===== src/rtl/muldiv_ctrl_if.sv =====
// -----------------------------------------------------------------------------
// muldiv_ctrl_if
// Bundles every non-clock/reset signal of the HI/LO multiply/divide controller.
//
// Pipeline side (EXE stage):
//   req_valid  : EXE holds a HI/LO-class instruction
//   req_op     : 0 MULT, 1 MULTU, 2 DIV, 3 DIVU, 4 MTHI, 5 MTLO, 6-7 no-op
//   req_src1   : rs operand
//   req_src2   : rt operand
//   req_ack    : the EXE instruction leaves the stage this cycle
//   flush      : kill the EXE instruction
//   done       : instruction may leave EXE (es_ready_go)
//   hi, lo     : architectural HI/LO registers
//
// Divider IP side (one signed and one unsigned AXI-stream divider):
//   div_dividend, div_divisor          : operands shared by both IPs
//   sdiv_tvalid / sdiv_tready          : signed IP input handshake
//   sdiv_dout_tvalid / sdiv_dout_tdata : signed IP result {quotient, remainder}
//   udiv_*                             : same for the unsigned IP
//
// Modports: slave  = the controller itself
//           master = the environment (pipeline plus divider IPs)
// -----------------------------------------------------------------------------
interface muldiv_ctrl_if;
    logic        req_valid;
    logic [2:0]  req_op;
    logic [31:0] req_src1;
    logic [31:0] req_src2;
    logic        req_ack;
    logic        flush;
    logic        done;
    logic [31:0] hi;
    logic [31:0] lo;

    logic [31:0] div_dividend;
    logic [31:0] div_divisor;

    logic        sdiv_tvalid;
    logic        sdiv_tready;
    logic        sdiv_dout_tvalid;
    logic [63:0] sdiv_dout_tdata;

    logic        udiv_tvalid;
    logic        udiv_tready;
    logic        udiv_dout_tvalid;
    logic [63:0] udiv_dout_tdata;

    modport slave (
        input  req_valid, req_op, req_src1, req_src2, req_ack, flush,
        input  sdiv_tready, sdiv_dout_tvalid, sdiv_dout_tdata,
        input  udiv_tready, udiv_dout_tvalid, udiv_dout_tdata,
        output done, hi, lo, div_dividend, div_divisor,
        output sdiv_tvalid, udiv_tvalid
    );

    modport master (
        output req_valid, req_op, req_src1, req_src2, req_ack, flush,
        output sdiv_tready, sdiv_dout_tvalid, sdiv_dout_tdata,
        output udiv_tready, udiv_dout_tvalid, udiv_dout_tdata,
        input  done, hi, lo, div_dividend, div_divisor,
        input  sdiv_tvalid, udiv_tvalid
    );
endinterface


===== src/rtl/muldiv_ctrl.sv =====
// -----------------------------------------------------------------------------
// muldiv_ctrl
// HI/LO unit of a MIPS-style EXE stage. Multiplies and MTHI/MTLO finish in one
// cycle and commit when the instruction leaves EXE. Divides are handed to an
// external signed or unsigned AXI-stream divider IP; the result is held until
// the pipeline acknowledges it, and any division killed by a flush is drained
// so a stale result can never land in HI/LO.
//
// Ports:
//   clk    : system clock
//   resetn : asynchronous active-low reset
//   bus    : muldiv_ctrl_if.slave (request, HI/LO and divider IP signals)
// -----------------------------------------------------------------------------
module muldiv_ctrl (
    input  logic           clk,
    input  logic           resetn,
    muldiv_ctrl_if.slave   bus
);

    localparam logic [2:0] OP_MULT  = 3'd0;
    localparam logic [2:0] OP_MULTU = 3'd1;
    localparam logic [2:0] OP_DIV   = 3'd2;
    localparam logic [2:0] OP_DIVU  = 3'd3;
    localparam logic [2:0] OP_MTHI  = 3'd4;
    localparam logic [2:0] OP_MTLO  = 3'd5;

    typedef enum logic [2:0] {
        ST_IDLE  = 3'd0,
        ST_SEND  = 3'd1,
        ST_WAIT  = 3'd2,
        ST_DONE  = 3'd3,
        ST_DRAIN = 3'd4
    } state_t;

    state_t      state_reg;
    logic        div_signed_reg;     // selects which divider IP is in use
    logic        flush_pending_reg;  // flush seen while the operands were still in flight
    logic        sdiv_tvalid_reg;
    logic        udiv_tvalid_reg;
    logic [31:0] dividend_reg;
    logic [31:0] divisor_reg;
    logic [31:0] quot_reg;
    logic [31:0] rem_reg;
    logic [31:0] hi_reg;
    logic [31:0] lo_reg;

    // ------------------------------------------------------------------
    // Request decode
    // ------------------------------------------------------------------
    logic is_div_op;
    logic div_request;
    assign is_div_op   = (bus.req_op == OP_DIV) || (bus.req_op == OP_DIVU);
    assign div_request = bus.req_valid && is_div_op;

    // ------------------------------------------------------------------
    // Single-cycle multiplier. Operands are widened to 64 bits (sign- or
    // zero-extended) so the low 64 bits of the product are exact for both
    // MULT and MULTU.
    // ------------------------------------------------------------------
    logic               mul_signed;
    logic signed [63:0] mul_a;
    logic signed [63:0] mul_b;
    logic signed [63:0] mul_prod;

    assign mul_signed = (bus.req_op == OP_MULT);
    assign mul_a      = {{32{mul_signed & bus.req_src1[31]}}, bus.req_src1};
    assign mul_b      = {{32{mul_signed & bus.req_src2[31]}}, bus.req_src2};
    assign mul_prod   = mul_a * mul_b;

    // ------------------------------------------------------------------
    // Handshake signals of whichever divider IP the current divide uses.
    // The other IP is never looked at, so its stray results are ignored.
    // ------------------------------------------------------------------
    logic        sel_tready;
    logic        sel_dout_tvalid;
    logic [63:0] sel_dout_tdata;

    assign sel_tready      = div_signed_reg ? bus.sdiv_tready      : bus.udiv_tready;
    assign sel_dout_tvalid = div_signed_reg ? bus.sdiv_dout_tvalid : bus.udiv_dout_tvalid;
    assign sel_dout_tdata  = div_signed_reg ? bus.sdiv_dout_tdata  : bus.udiv_dout_tdata;

    // ------------------------------------------------------------------
    // done (es_ready_go) has to be combinational in IDLE: a one-cycle op is
    // ready in the very cycle it is presented, while a divide must hold the
    // stage until its result is available.
    // ------------------------------------------------------------------
    assign bus.done = ((state_reg == ST_IDLE) && !div_request) ||
                      (state_reg == ST_DONE);

    assign bus.hi           = hi_reg;
    assign bus.lo           = lo_reg;
    assign bus.div_dividend = dividend_reg;
    assign bus.div_divisor  = divisor_reg;
    assign bus.sdiv_tvalid  = sdiv_tvalid_reg;
    assign bus.udiv_tvalid  = udiv_tvalid_reg;

    // ------------------------------------------------------------------
    // Controller FSM with registered outputs
    // ------------------------------------------------------------------
    always_ff @(posedge clk or negedge resetn) begin
        if (!resetn) begin
            state_reg         <= ST_IDLE;
            div_signed_reg    <= 1'b0;
            flush_pending_reg <= 1'b0;
            sdiv_tvalid_reg   <= 1'b0;
            udiv_tvalid_reg   <= 1'b0;
            dividend_reg      <= 32'd0;
            divisor_reg       <= 32'd0;
            quot_reg          <= 32'd0;
            rem_reg           <= 32'd0;
            hi_reg            <= 32'd0;
            lo_reg            <= 32'd0;
        end else begin
            case (state_reg)
                ST_IDLE: begin
                    if (bus.req_valid && !bus.flush) begin
                        if (is_div_op) begin
                            // Operands are captured here so they stay stable
                            // for the IP regardless of what EXE does next.
                            dividend_reg      <= bus.req_src1;
                            divisor_reg       <= bus.req_src2;
                            div_signed_reg    <= (bus.req_op == OP_DIV);
                            sdiv_tvalid_reg   <= (bus.req_op == OP_DIV);
                            udiv_tvalid_reg   <= (bus.req_op == OP_DIVU);
                            flush_pending_reg <= 1'b0;
                            state_reg         <= ST_SEND;
                        end else if (bus.req_ack) begin
                            case (bus.req_op)
                                OP_MULT, OP_MULTU: begin
                                    hi_reg <= mul_prod[63:32];
                                    lo_reg <= mul_prod[31:0];
                                end
                                OP_MTHI: hi_reg <= bus.req_src1;
                                OP_MTLO: lo_reg <= bus.req_src1;
                                default: ;  // no-op writes nothing
                            endcase
                        end
                    end
                end

                ST_SEND: begin
                    // An AXI-stream source may not withdraw tvalid, so a flush
                    // is only remembered here and acted on after the handshake.
                    if (bus.flush) begin
                        flush_pending_reg <= 1'b1;
                    end
                    if (sel_tready) begin
                        sdiv_tvalid_reg <= 1'b0;
                        udiv_tvalid_reg <= 1'b0;
                        state_reg       <= (bus.flush || flush_pending_reg) ? ST_DRAIN : ST_WAIT;
                    end
                end

                ST_WAIT: begin
                    if (bus.flush) begin
                        // A result arriving together with the flush is already
                        // consumed, so there is nothing left to drain.
                        state_reg <= sel_dout_tvalid ? ST_IDLE : ST_DRAIN;
                    end else if (sel_dout_tvalid) begin
                        quot_reg  <= sel_dout_tdata[63:32];
                        rem_reg   <= sel_dout_tdata[31:0];
                        state_reg <= ST_DONE;
                    end
                end

                ST_DONE: begin
                    // Flush wins over req_ack: a killed divide never commits.
                    if (bus.flush) begin
                        state_reg <= ST_IDLE;
                    end else if (bus.req_ack) begin
                        lo_reg    <= quot_reg;
                        hi_reg    <= rem_reg;
                        state_reg <= ST_IDLE;
                    end
                end

                ST_DRAIN: begin
                    // Swallow the result of the killed divide before accepting
                    // new work, so it cannot be mistaken for a later one.
                    if (sel_dout_tvalid) begin
                        state_reg <= ST_IDLE;
                    end
                end

                default: begin
                    state_reg <= ST_IDLE;
                end
            endcase
        end
    end

endmodule


===== src/flat_wrapper.sv =====
// flat-port wrapper written by rule: the top's interface ports become plain ports
module muldiv_ctrl_flat 
  (clk, resetn, bus_req_valid, bus_req_op, bus_req_src1, bus_req_src2, bus_req_ack, bus_flush, bus_sdiv_tready, bus_sdiv_dout_tvalid, bus_sdiv_dout_tdata, bus_udiv_tready, bus_udiv_dout_tvalid, bus_udiv_dout_tdata, bus_done, bus_hi, bus_lo, bus_div_dividend, bus_div_divisor, bus_sdiv_tvalid, bus_udiv_tvalid);
  muldiv_ctrl_if bus_i ();
  input  logic clk;
  input  logic resetn;
  input wire logic [$bits(bus_i.req_valid)-1:0] bus_req_valid;
  input wire logic [$bits(bus_i.req_op)-1:0] bus_req_op;
  input wire logic [$bits(bus_i.req_src1)-1:0] bus_req_src1;
  input wire logic [$bits(bus_i.req_src2)-1:0] bus_req_src2;
  input wire logic [$bits(bus_i.req_ack)-1:0] bus_req_ack;
  input wire logic [$bits(bus_i.flush)-1:0] bus_flush;
  input wire logic [$bits(bus_i.sdiv_tready)-1:0] bus_sdiv_tready;
  input wire logic [$bits(bus_i.sdiv_dout_tvalid)-1:0] bus_sdiv_dout_tvalid;
  input wire logic [$bits(bus_i.sdiv_dout_tdata)-1:0] bus_sdiv_dout_tdata;
  input wire logic [$bits(bus_i.udiv_tready)-1:0] bus_udiv_tready;
  input wire logic [$bits(bus_i.udiv_dout_tvalid)-1:0] bus_udiv_dout_tvalid;
  input wire logic [$bits(bus_i.udiv_dout_tdata)-1:0] bus_udiv_dout_tdata;
  output wire logic [$bits(bus_i.done)-1:0] bus_done;
  output wire logic [$bits(bus_i.hi)-1:0] bus_hi;
  output wire logic [$bits(bus_i.lo)-1:0] bus_lo;
  output wire logic [$bits(bus_i.div_dividend)-1:0] bus_div_dividend;
  output wire logic [$bits(bus_i.div_divisor)-1:0] bus_div_divisor;
  output wire logic [$bits(bus_i.sdiv_tvalid)-1:0] bus_sdiv_tvalid;
  output wire logic [$bits(bus_i.udiv_tvalid)-1:0] bus_udiv_tvalid;
  assign bus_i.req_valid = bus_req_valid;
  assign bus_i.req_op = bus_req_op;
  assign bus_i.req_src1 = bus_req_src1;
  assign bus_i.req_src2 = bus_req_src2;
  assign bus_i.req_ack = bus_req_ack;
  assign bus_i.flush = bus_flush;
  assign bus_i.sdiv_tready = bus_sdiv_tready;
  assign bus_i.sdiv_dout_tvalid = bus_sdiv_dout_tvalid;
  assign bus_i.sdiv_dout_tdata = bus_sdiv_dout_tdata;
  assign bus_i.udiv_tready = bus_udiv_tready;
  assign bus_i.udiv_dout_tvalid = bus_udiv_dout_tvalid;
  assign bus_i.udiv_dout_tdata = bus_udiv_dout_tdata;
  assign bus_done = bus_i.done;
  assign bus_hi = bus_i.hi;
  assign bus_lo = bus_i.lo;
  assign bus_div_dividend = bus_i.div_dividend;
  assign bus_div_divisor = bus_i.div_divisor;
  assign bus_sdiv_tvalid = bus_i.sdiv_tvalid;
  assign bus_udiv_tvalid = bus_i.udiv_tvalid;
  muldiv_ctrl u_core (.clk(clk), .resetn(resetn), .bus(bus_i));
endmodule

===== config.mk =====
export PLATFORM = sky130hd
export DESIGN_NAME = muldiv_ctrl_flat
export DESIGN_NICKNAME = d
export VERILOG_FILES = /design/src/rtl/muldiv_ctrl_if.sv /design/src/rtl/muldiv_ctrl.sv /design/src/flat_wrapper.sv
export SDC_FILE = /design/constraint.sdc
export NUM_CORES = 2
export LEC_CHECK = 0
export ABC_AREA = 1
export CAP_MARGIN = 0
export CORE_MARGIN = 1
export CORE_UTILIZATION = 40
export DETAILED_ROUTE_END_ITERATION = 12
export MAX_ROUTING_LAYER = met4
export SYNTH_ARGS = -nofsm -noshare
export SYNTH_HDL_FRONTEND = slang
export SYNTH_SLANG_ARGS = --single-unit

===== constraint.sdc =====
create_clock -name clk -period 2.2 [get_ports clk]
set_input_delay 0.33 -clock clk [delete_from_list [all_inputs] [get_ports clk]]
set_output_delay 0.33 -clock clk [all_outputs]
set_load 0.01 [all_outputs]

==> key figures <==
Outcome
  – Run status: finished with violations
  – Failing checks: negative setup slack

Worst setup path
  – Crit-path slowest cell: fa_1
  – Critical path required time: 2.65 ns
  – CP arrival: 7.39 ns
  – WP buf/inv: 14
  – Critical Path Max Stage Delay: 0.57 ns
  – CP max FO: 6
  – CP startpoint kind: input port
  – Critical path depth: 35
  – Critical path's most frequent cell: fa_1
  – WS Path Type: input port to flop
  – Crit. End Element: flop
  – Cell family with the largest share of critical-path delay: adder cells
  – Reg2Reg Setup Slack: 0.14 ns
  – Worst R2R Path Depth: 11

Clocking
  – Clk_lat worst skew: 0.51 ns
  – # clock sinks: 199
  – Total CTS buffers: 17
  – TritonCTS clock tree: built
  – Worst-path clk slew: 0.10 ns
  – Clock tree buffer depth: 2
  – Clock root buffer master: clkbuf_16
  – H-tree levels: 4

Detailed routing
  – Via-to-Cell Ratio: 5.03
  – Total wire length: 189 mm
  – TritonRoute pass-1 iters: 8
  – Wire length per cell: 21.3 µm
  – DR iter-0 viols: 3551
  – Vias: 44491
  – DRC Markers: 0
  – Antenna Nets Post-Route: 0

Placed design
  – Dpl ws: -6.07 ns
  – Port bufs: 334
  – GP Congestion: 1.01
  – DP HPWL: 146 mm

Floorplanning
  – Die width: 352 µm
  – Die area: 124000 µm²
  – IO Count: 335
  – Core area: 122000 µm²
  – Starting Density: 0.403
  – Die height: 352 µm
  – Row Count: 128

STA
  – Clk_skew: 0.0195 ns
  – Final min period: 6.94 ns
  – # setup viols final: 61
  – Fmax: 144 MHz
  – Worst Max-Slew Pin Slew: 0.681 ns
  – RSZ-0062 raised after global routing: yes
  – Slew Viols, Final: 0
  – Setup WS post-layout: -4.74 ns
  – Final period util: 3.15
  – Final Hold Vio Count: 0
  – Slew headroom: 0.546

Logic synthesis
  – Biggest area consumer among synthesized cells: fa_1
  – Mean post-synth cell area: 7.83 µm²
  – Top cells by count, synth: nand2_1, inv_1, fa_1
  – Synth top area cells: fa_1, nand2_1, inv_1
  – Synth warn: 0
  – Area share of the largest cell type after synthesis: 0.459
  – Post-Synthesis Cells: 6264
  – #FFs+latches synth: 199
  – Sequential area share after synthesis: 0.101
  – Most frequent cell after synthesis: nand2_1
  – Syn_nets: 7805
  – Post-Syn Area: 49100 µm²
  – Yosys cell types: 41
  – EDFF count, synth: 0
  – Most common flop cell mapped by yosys: dfrtp_1
  – Ys async rst share: 1.00

Global route
  – First-pass GRT wire length: 290 mm
  – Total GRT Usage: 0.321
  – Overflow after GRT: 0
  – Pin count of the biggest net entering global routing: 75
  – Initial antenna violation count: 2
  – Vias in the first global route: 47040

Cells and area
  – Final net count: 8754
  – Layout cell share with drive strength beyond 1: 0.250
  – Syn-to-layout area delta: 38.7%

Worst hold path
  – Worst hold-check path type: input port to flop
  – Hold path cells: 4

Flow run
  – Max cap viols: 0
==> placed cells by master, fill, tap and decap left out, types with 56 or more instances in the layout <==
cell type,instances
a31oi_1,68
nand2_1,1666
ha_1,136
nand2_4,56
dfrtp_1,197
inv_1,1513
o21ai_1,68
fa_1,1051
buf_6,133
inv_2,100
nand2_2,98
ha_4,76
nor2_4,77
nor2_1,244
buf_4,652
clkdlybuf4s50_1,266
buf_12,130
fa_2,74
==> through the flow <==
step	utilization	cells	instance area (µm²)	TNS (ns)	hold slack, ns
2_1_floorplan	-	6264	51800	-231.71	0.0344
3_3_place_gp	0.502	8615	61100	-319.19	0.342
3_5_place_dp	0.502	8615	61100	-324.17	0.342
4_1_cts	0.552	8831	67100	-239.83	0.166
5_1_grt	0.559	8853	68100	-252.38	0.212
6_report	0.559	8853	68100	-241.63	0.196
==> routing by layer <==
metal  global-route usage  vias to the layer above  share of wire  wire length [µm]
met3               0.0417                      380          0.068             12800
met4                0.121                        0          0.048              9020
met2                0.513                     1629           0.47             89000
li1                     -                    19770              -                 -
met5                    -                        -              0                 0
met1                0.418                    22712           0.41             78000
==> worst paths after layout <==
kind / startpoint / to
max reg2reg: u_core.state_reg[2]$_DFFE_PN0P_ / u_core.bus.div_dividend[15]$_DFFE_PN0P_
min reg2reg: u_core.bus.lo[25]$_DFFE_PN0P_ / u_core.bus.lo[25]$_DFFE_PN0P_
max: bus_req_op[2] / u_core.bus.hi[14]$_DFFE_PN0P_
max in group asynchronous: resetn / u_core.bus.div_divisor[6]$_DFFE_PN0P_
min: bus_req_src2[10] / u_core.bus.div_divisor[10]$_DFFE_PN0P_
min in group asynchronous: resetn / u_core.bus.lo[11]$_DFFE_PN0P_
==> cell type report <==
| cell class | instances | area [µm²] |
|---|---|---|
| fill | 11021 | 53600 |
| multi-input combinational | 4101 | 40800 |
| timing repair buffer | 1269 | 13400 |
| inverter | 1625 | 6130 |
| sequential | 199 | 4980 |
| tap | 1625 | 2030 |
| clock buffer | 17 | 425 |
| clock inverter | 15 | 226 |
| antenna | 2 | 5.00 |
==> tightest hold or removal path: stages <==
cell and delay, ns:
buf_6 0.07, buf_12 0.14, nand2_1 0.06, nand2_1 0.05
==> cell families after synthesis <==
group	Yosys count	synth area share
multiplexers	1	0.000204
XOR/XNOR	15	0.00268
adder cells (fa/ha/maj)	1337	0.513
flip-flops	199	0.101
buffers and inverters	1966	0.152
AND/OR/NAND/NOR	2343	0.185
AO/OA/AOI/OAI	403	0.0462
==> timing repair <==
action                     4_1_cts  5_1_grt
hold endpoints to repair        67        0
pin swaps                      355      154
hold buffers                     1        0
setup buffers                  147       22
gates cloned                    43        0
resized for setup             1040      205
setup endpoints to repair       63       63
Power is not shown: default switching activity piles up to over one toggle a cycle in this logic, so the estimate is an artifact.
